## src/rtl/bdu_nd.sv

```systemverilog
// -----------------------------------------------------------------------------
// bdu_nd -- bit-serial squared-distance unit with early termination
//
// Receives a query and a reference point one bit-plane per beat, MSB first,
// with all D dimensions in each plane. It accumulates the exact squared
// Euclidean distance. After every plane it checks a lower bound on the final
// distance against the kth-nearest threshold, and abandons the point early
// once that bound reaches the threshold.
//
// Parameters
//   B   coordinate width, equal to the number of planes per point
//   D   number of dimensions (1..16)
//   TW  tag width
//   DW  distance / threshold / bound width
//
// Ports
//   clk, rst_n          clock; asynchronous active-low reset
//   et_en, threshold    early-termination enable and kth distance, sampled on
//                       the first beat of a point
//   in_valid/in_ready   input beat handshake
//   in_first, in_tag    plane-0 marker and point tag
//   q_plane, r_plane    query / reference bit of each dimension in this plane
//   out_valid/out_ready result handshake
//   out_term            1 = terminated early, 0 = completed
//   out_dist            exact distance, or the bound that caused termination
//   out_ref             reference coordinates, dimension d at [d*B +: B]
//   out_tag             tag of the point
// -----------------------------------------------------------------------------
module bdu_nd #(
    parameter int B  = 32,
    parameter int D  = 3,
    parameter int TW = 8,
    parameter int DW = 2*B + $clog2(D+1)
) (
    input  logic            clk,
    input  logic            rst_n,
    input  logic            et_en,
    input  logic [DW-1:0]   threshold,
    input  logic            in_valid,
    output logic            in_ready,
    input  logic            in_first,
    input  logic [TW-1:0]   in_tag,
    input  logic [D-1:0]    q_plane,
    input  logic [D-1:0]    r_plane,
    output logic            out_valid,
    input  logic            out_ready,
    output logic            out_term,
    output logic [DW-1:0]   out_dist,
    output logic [D*B-1:0]  out_ref,
    output logic [TW-1:0]   out_tag
);

    localparam int JW = $clog2(B+1);
    localparam int FW = B + 2;

    typedef enum logic [1:0] {S_IDLE, S_ACC, S_OUT} state_t;

    state_t          state_q, state_d;
    logic            et_q;
    logic [DW-1:0]   thr_q;
    logic [TW-1:0]   tag_q;
    logic [JW-1:0]   j_q, j_d;
    logic [DW-1:0]   p_q, p_d;

    logic            out_term_q;
    logic [DW-1:0]   out_dist_q;
    logic [D*B-1:0]  out_ref_q;
    logic [TW-1:0]   out_tag_q;

    logic            accept, load, done_beat, term_hit, clr;
    logic [D*DW-1:0] dp_flat;     // per-dimension increment of P for this beat
    logic [D*FW-1:0] abs_flat;    // |f_d| of the registered prefixes
    logic [D-1:0]    nz_vec;      // f_d != 0
    logic [D*B-1:0]  ref_full;    // reference bits including the current beat
    logic [D*B-1:0]  ref_part;    // received reference bits, left-aligned
    logic [JW-1:0]   rem_planes;  // B - j
    logic [DW-1:0]   sum_abs, nnz, lb_base, lb;

    assign rem_planes = JW'(B) - j_q;

    // -------------------------------------------------------------------------
    // Per-dimension prefix difference and reference shift register.
    // An in_first beat is applied on top of zeroed state, which handles both
    // the IDLE start and a restart in ACC.
    // -------------------------------------------------------------------------
    for (genvar gi = 0; gi < D; gi++) begin : g_dim
        logic signed [FW-1:0] f_q, f_d, fb;
        logic [B-1:0]         r_q, r_d, rb;
        logic [DW-1:0]        fe, dp;
        logic [FW-1:0]        af;

        always_comb begin
            fb  = in_first ? '0 : f_q;
            rb  = in_first ? '0 : r_q;
            fe  = {{(DW-FW){fb[FW-1]}}, fb};
            // f' = 2f + delta and f'^2 = 4f^2 + 4f*delta + delta^2
            case ({q_plane[gi], r_plane[gi]})
                2'b10: begin
                    f_d = (fb <<< 1) + FW'(1);
                    dp  = (fe << 2) + DW'(1);
                end
                2'b01: begin
                    f_d = (fb <<< 1) - FW'(1);
                    dp  = DW'(1) - (fe << 2);
                end
                default: begin
                    f_d = fb <<< 1;
                    dp  = '0;
                end
            endcase
            r_d = {rb[B-2:0], r_plane[gi]};
            af  = f_q[FW-1] ? FW'(-f_q) : FW'(f_q);
        end

        assign dp_flat[gi*DW +: DW]  = dp;
        assign abs_flat[gi*FW +: FW] = af;
        assign nz_vec[gi]            = |f_q;
        assign ref_full[gi*B +: B]   = r_d;
        assign ref_part[gi*B +: B]   = r_q << rem_planes;

        always_ff @(posedge clk or negedge rst_n) begin
            if (!rst_n) begin
                f_q <= '0;
                r_q <= '0;
            end else if (load) begin
                f_q <= f_d;
                r_q <= r_d;
            end else if (clr) begin
                f_q <= '0;
                r_q <= '0;
            end
        end
    end

    // -------------------------------------------------------------------------
    // Accumulator update and lower bound.
    // LB = sum over nonzero f of (|f|-1)^2, scaled to the full weight. The
    // arithmetic is modular in DW bits; the true results are non-negative and
    // fit, so wrap-around in intermediate terms cancels out.
    // -------------------------------------------------------------------------
    always_comb begin
        p_d     = (in_first ? '0 : p_q) << 2;
        sum_abs = '0;
        nnz     = '0;
        for (int d = 0; d < D; d++) begin
            p_d     = p_d + dp_flat[d*DW +: DW];
            sum_abs = sum_abs + DW'(abs_flat[d*FW +: FW]);
            nnz     = nnz + DW'(nz_vec[d]);
        end
        j_d     = (in_first ? '0 : j_q) + JW'(1);
        lb_base = p_q - (sum_abs << 1) + nnz;
        lb      = lb_base << {rem_planes, 1'b0};
    end

    // -------------------------------------------------------------------------
    // Control FSM
    // -------------------------------------------------------------------------
    always_ff @(posedge clk or negedge rst_n) begin
        if (!rst_n) state_q <= S_IDLE;
        else        state_q <= state_d;
    end

    // In ACC, j is always within 1..B-1: the Bth beat goes straight to OUT.
    assign term_hit = (state_q == S_ACC) && et_q && (j_q != '0) && (lb >= thr_q);

    always_comb begin
        state_d = state_q;
        case (state_q)
            S_IDLE: if (load) state_d = done_beat ? S_OUT : S_ACC;
            S_ACC: begin
                if (term_hit)       state_d = S_OUT;
                else if (done_beat) state_d = S_OUT;
            end
            S_OUT:  if (out_ready) state_d = S_IDLE;
            default: state_d = S_IDLE;
        endcase
    end

    always_comb begin
        in_ready = 1'b0;
        case (state_q)
            S_IDLE:  in_ready = rst_n;
            S_ACC:   in_ready = rst_n && !term_hit;
            default: in_ready = 1'b0;
        endcase
    end

    assign accept    = in_valid && in_ready;
    // Non-first beats in IDLE are accepted but not processed.
    assign load      = accept && (in_first || (state_q == S_ACC));
    assign done_beat = load && (j_d == JW'(B));
    assign clr       = (state_q == S_OUT) && out_ready;

    // -------------------------------------------------------------------------
    // Point registers and result registers
    // -------------------------------------------------------------------------
    always_ff @(posedge clk or negedge rst_n) begin
        if (!rst_n) begin
            et_q       <= 1'b0;
            thr_q      <= '0;
            tag_q      <= '0;
            j_q        <= '0;
            p_q        <= '0;
            out_term_q <= 1'b0;
            out_dist_q <= '0;
            out_ref_q  <= '0;
            out_tag_q  <= '0;
        end else begin
            if (load) begin
                j_q <= j_d;
                p_q <= p_d;
                if (in_first) begin
                    et_q  <= et_en;
                    thr_q <= threshold;
                    tag_q <= in_tag;
                end
            end else if (clr) begin
                j_q <= '0;
                p_q <= '0;
            end

            if (done_beat) begin
                out_term_q <= 1'b0;
                out_dist_q <= p_d;
                out_ref_q  <= ref_full;
                out_tag_q  <= in_first ? in_tag : tag_q;
            end else if (term_hit) begin
                out_term_q <= 1'b1;
                out_dist_q <= lb;
                out_ref_q  <= ref_part;
                out_tag_q  <= tag_q;
            end
        end
    end

    assign out_valid = (state_q == S_OUT);
    assign out_term  = out_term_q;
    assign out_dist  = out_dist_q;
    assign out_ref   = out_ref_q;
    assign out_tag   = out_tag_q;

endmodule

```

## config.mk

```make
export PLATFORM = sky130hd
export DESIGN_NAME = bdu_nd
export DESIGN_NICKNAME = d
export VERILOG_FILES = /design/src/rtl/bdu_nd.sv
export SDC_FILE = /design/constraint.sdc
export NUM_CORES = 2
export LEC_CHECK = 0
export BUFFER_PORTS_ARGS = -buffer_cell sky130_fd_sc_hd__buf_2
export CORE_UTILIZATION = 35
export DETAILED_ROUTE_END_ITERATION = 6
export PLACE_DENSITY_LB_ADDON = 0.08
export SETUP_SLACK_MARGIN = 0.1
export SYNTH_ARGS = -nofsm -noshare
export SYNTH_HDL_FRONTEND = slang
export SYNTH_SLANG_ARGS = --single-unit
```

## constraint.sdc

```tcl
create_clock -name clk -period 18.96 [get_ports clk]
set_input_delay 0 -clock clk [delete_from_list [all_inputs] [get_ports clk]]
set_output_delay 0 -clock clk [all_outputs]
set_load 0.02 [all_outputs]
```

### After elaboration in Yosys (flattened, before gate mapping)

Index checks and enable logic that the tools add are counted.

* register bits after elaboration: 518
* logic and storage cells: 123

* add/sub/neg operators: 26
* order comparisons: 1
* equal/unequal tests: 12
* shift operators: 4
* mux-type cells: 45
* reductions and logical operators: 19

Operators by type and width (number)
* $pmux W66 S2: 3
* $mux W34: 10
* $mux W66: 4
* $pmux W34 S2: 3
* $add A66 B66 Y66: 3
* $mux W96: 2
* $mux W32: 4
* $add A36 B2 Y37 const B: 3
* $sub A2 B36 Y37 const A: 3
* $add A34 B2 Y34 const B: 3
* $neg A34 Y34: 3
* $reduce_or A34 Y1: 3
* $sub A34 B2 Y34 const B: 3
* $shl A32 B6 Y32: 3
* $mux W31: 3
* $add A66 B3 Y66: 1
* $ge A66 B66 Y1: 1
* $shl A66 B7 Y66: 1
* $sub A66 B37 Y66: 1
* $mux W64: 1
* $add A35 B34 Y36: 1
* $add A34 B34 Y35: 1
* $mux W8: 3
* $mux W6: 3
* other kinds (22): 41

### Logic depth before layout (Yosys ltp)

* depth after elaboration: 18
* depth in mapped cells: 58
* depth with buffers taken out: 52

### Worst setup path after synthesis

No wires, ideal clock.

* path type: register -> register
* start: reg g_dim[1].f_q[3]
* end: reg out_dist_q[48] (netlist: out_dist[48])
* library setup time: 0.142 ns
* arrival: 11.443 ns
* required time: 18.818 ns
* path slack: 7.374 ns
* stages on the path, launching flop included: 55
* clock period less this slack: 11.586 ns
* path through: dfrtp_1 > clkbuf_1 > nor2_1 > nand2_1 > nor3_1 > nand3_1 > or4b_2 > or3_1 > nand2_1 > xor2_1 > fa_1 > inv_1 > ha_1 > a21oi_1 > nand2_1 > a21o_1 > nand2_1 > o21ai_0 > [19 not listed] > mux4_2 > a221oi_1 > o22ai_1 > ha_1 > nand4_1 > nor2_1 > nand3_1 > nor3_1 > nand4_1 > o22ai_1 > nor3_1 > a31oi_1 > clkbuf_1 > clkbuf_1 > clkbuf_1 > clkbuf_1 > buf_1 > o221ai_1

* word-level cells in the longest chain between the ends: 16
* elaborated cells between the ends (all ways): 27

RTL lines
* start, declared: RTL line 87 `logic signed [FW-1:0] f_q, f_d, fb;`
* start signal, assigned: RTL line 123 `f_q <= '0;`
* start signal, assigned: RTL line 126 `f_q <= f_d;`
* start signal, assigned: RTL line 129 `f_q <= '0;`
* $neg A34 Y34: RTL line 112 `af = f_q[FW-1] ? FW'(-f_q) : FW'(f_q);`
* $mux W34: RTL line 112
* $add A34 B34 Y35: RTL line 147 `sum_abs = sum_abs + DW'(abs_flat[d*FW +: FW]);`
* $add A35 B34 Y36: RTL line 147
* $sub A66 B37 Y66: RTL line 151 `lb_base = p_q - (sum_abs << 1) + nnz;`
* $add A66 B3 Y66: RTL line 151
* $shl A66 B7 Y66: RTL line 152 `lb = lb_base << {rem_planes, 1'b0};`
* $ge A66 B66 Y1: RTL line 164 `assign term_hit = (state_q == S_ACC) && et_q && (j_q != '0) && (lb >= thr_q);`
* $logic_and A1 B1 Y1: RTL line 164
* $logic_not A1 Y1: RTL line 183 `S_ACC: in_ready = rst_n && !term_hit;`
* $logic_and A1 B1 Y1: RTL line 183
* $pmux W1 S2: RTL line 181 `case (state_q)`
* $logic_and A1 B1 Y1: RTL line 188 `assign accept = in_valid && in_ready;`
* $logic_and A1 B1 Y1: RTL line 190 `assign load = accept && (in_first || (state_q == S_ACC));`
* $logic_and A1 B1 Y1: RTL line 191 `assign done_beat = load && (j_d == JW'(B));`
* $mux W66 or $reduce_bool A2 Y1 (tied branches)
* end signal, assigned: RTL line 224 `out_dist_q <= p_d;`
* end signal, assigned: RTL line 229 `out_dist_q <= lb;`
* end, declared: RTL line 66 `logic [DW-1:0] out_dist_q;`

Several ways; a longest one is shown, not always the timed one. The select of a mux whose other input is x is not followed.
A chain may end at the register's enable or synchronous reset.

### Final worst setup path

* start: reg g_dim[2].f_q[3]
* end: reg out_dist_q[57] (netlist: out_dist[57])

* word-level cells in the longest chain between the ends: 15
* elaborated cells between the ends (all ways): 24

RTL lines (RTL line)
* start, declared: 87
* start signal, assigned: 123
* start signal, assigned: 126
* start signal, assigned: 129
* $neg A34 Y34: 112
* $mux W34: 112
* $add A35 B34 Y36: 147
* $sub A66 B37 Y66: 151
* $add A66 B3 Y66: 151
* $shl A66 B7 Y66: 152
* $ge A66 B66 Y1: 164
* $logic_and A1 B1 Y1: 164
* $logic_not A1 Y1: 183
* $logic_and A1 B1 Y1: 183
* $pmux W1 S2: 181
* $logic_and A1 B1 Y1: 188
* $logic_and A1 B1 Y1: 190
* $logic_and A1 B1 Y1: 191
* $mux W66 or $reduce_bool A2 Y1 (tied branches)

Several ways; a longest one is shown, not always the timed one. The select of a mux whose other input is x is not followed.

==> results_dict.tcl <==
set metrics [dict create \
    status "finished with violations" \
    violations "capacitance limit" \
    grt_pass1_wl_um 332000 \
    vias 49800 \
    holdCritPathClass "primary input to flop" \
    critical-path-max-stage-delay_ns 1.22 \
    rr_worst_depth 48 \
    avgViaCountPerCell 5.95 \
    cp.arrival_ns 16.22 \
    grt_max_degree 236 \
    dpl.hpwl_um 166000 \
    tightest_slew_ns 1.45 \
    yosys.area.top_type_share_pct 24.9 \
    synth_most_common_cell "nand2_1" \
    first_global_vias 49200 \
    yosys_register_bits 518 \
    ios 259 \
    setup.worst_path.start_class "flop" \
    syn_area_um2 52100 \
    gp_congestion 0.952 \
    cap_viol_max_count 1 \
    die_h_um 388 \
    synthCells 6358 \
    root_buffer "clkbuf_16" \
    synth_edf_count 0 \
    placed_cells 8138 \
    synth_commonest_cells "nand2_1 (705), o21ai_0 (593), dfrtp_1 (518)" \
    crit_slowest_cell "o311ai_0" \
    syn-num-nets 6922 \
    cts_made_buffers 72 \
    antenna_found_initial 0 \
    multi_input_area_um2 36300 \
    dr.pass1.iters 7 \
    min_period_over_period_pct 82.1 \
    clock-sinks 518 \
    core_area_um2 148000 \
    stdcell_count 8364 \
    setup_viol 0 \
    synth.distinct_cells 97 \
    final_max_slew_viol_count 0 \
    area_growth_syn_to_layout_pct 12.0 \
    synthArstFlopShare_pct 100 \
    clk_latency_ns 0.71 \
    drc 0 \
    tns_ns 0 \
    post_cts_buffers 0 \
    die_area_um2 150000 \
    wl_per_cell_um 26.5 \
    ant_nets 0 \
    clk_pin_slew_worst_paths_ns 0.07 \
    rows 141 \
    crit_required_ns 19.61 \
    finalHoldViolCount 0 \
    htree_levels 3 \
    nets 6943 \
    fmax_mhz 64.2 \
    seq_area_um2 13000 \
    grt_use_total_pct 29.1 \
    cts_tree "yes" \
    n_fill_cell 15300 \
    syn_avg_cell_area_um2 8.19 \
    worst-setup-path-type "flop to flop" \
    start_util_pct 35.3 \
    pre_cts_slack_ns 3.59 \
    drive_above_1_share_pct 10.8 \
    drt_wl_total_um 222000 \
    relSlewSlack_pct 2.41 \
    rsz0062_at_grt "no" \
    die_w_um 388 \
    cp_max_fo 235 \
    synth_seq_area_share_pct 24.9 \
    synthFlopType "dfrtp_1" \
    synth.top_cells.by_area "dfrtp_1 (25%), ha_1 (8.2%), o21ai_0 (5.7%)" \
    ys_warn_count 0 \
    port_buffers 258 \
    yosysTopAreaCell "dfrtp_1" \
    post_cts_resized 0 \
    hold_depth 4 \
    fin_ws_ns 3.39 \
    grt-ovfl-total 0 \
    timing.final.crit_period_ns 15.57 \
    cts_buffer_depth 3 \
    cp-end-kind "flop" \
    skew_ns 0.0394 \
    drt_iter0_drc 3982 \
]
==> cell type report <==
type                            instances  area share (%)
Antenna cell                            1         0.00429
Inverter                              296            1.91
Tap cell                             1930            4.14
Sequential cell                       518            22.2
Multi-Input combinational cell       5052            62.3
Clock inverter                         27           0.695
Timing Repair Buffer                  439            5.17
Clock buffer                          101            3.52
==> registers in the layout (all words and copies together), names as in the netlist <==
register	cells
out_tag	8
g_dim.r_q	96
g_dim.f_q	102
out_dist	66
j_q	6
et_q	1
out_term	1
thr_q	66
out_ref	96
state_q	2
tag_q	8
p_q	66
==> metal layers <==
metal  vias up  track usage [%]  share of wire, %
met5         -                0                 0
met4         0             12.4               4.8
met3       346             3.82               5.3
met2      1593             48.4                48
met1     24800             37.6                42
li1      23100                -                 -
==> timing repair <==
action	CTS	global route
setup endpoints to repair	0	0
endpoints found under the hold margin	227	0
hold buffers	97	0
==> cell usage in the layout, fill, tap and decap left out, types with 171 or more instances in the layout <==
master / n
o21ai_0: 593
ha_1: 341
dfrtp_1: 517
buf_2: 256
mux2i_1: 232
nor2_1: 442
nand2_1: 705
a22o_1: 209
a21oi_1: 488
a21o_1: 171
inv_1: 292
nand3_1: 173
==> worst max-delay path, delay by kind of cell (launching register included) <==
family          cells  cell delay [ns]
compound gates     16             5.68
xor+xnor            2             0.32
fa+ha+maj           6             2.22
buf+inv             3             1.43
flops               1             0.49
mux                 1             0.29
simple gates       20             4.75
==> through the flow <==
stage,utilization (%),instance area (um2),hold WS (ns)
global placement,37.1,54800,0.00689
finish,39.5,58300,0.0510
floorplan,-,52100,-0.296
global route,39.5,58300,0.0397
CTS,39.5,58300,0.000198
detailed placement,37.1,54800,0.00776
==> path summary, 6_finish.rpt <==
path | end | slack [ns] | start
worst min register to register | state_q[0] | 0.48 | state_q[1]
worst max-delay path | out_dist[57] | 3.39 | g_dim[2].f_q[3]
max in group asynchronous | out_dist[56] | 15.80 | rst_n
worst max register to register | out_dist[57] | 3.39 | g_dim[2].f_q[3]
min in group asynchronous | g_dim[0].f_q[13] | 0.53 | rst_n
worst min-delay path | thr_q[3] | 0.05 | threshold[3]
==> cell families after synthesis <==
family / synth area share, %
XOR/XNOR: 4.34
AO/OA/AOI/OAI: 25.4
adder cells (fa/ha/maj): 13.4
multiplexers: 9.26
flip-flops: 24.9
buffers and inverters: 5.76
AND/OR/NAND/NOR: 16.9
Power is left out: the tool's default activity adds up to more than one toggle a clock period on the data nets, which glitch-free logic cannot reach.
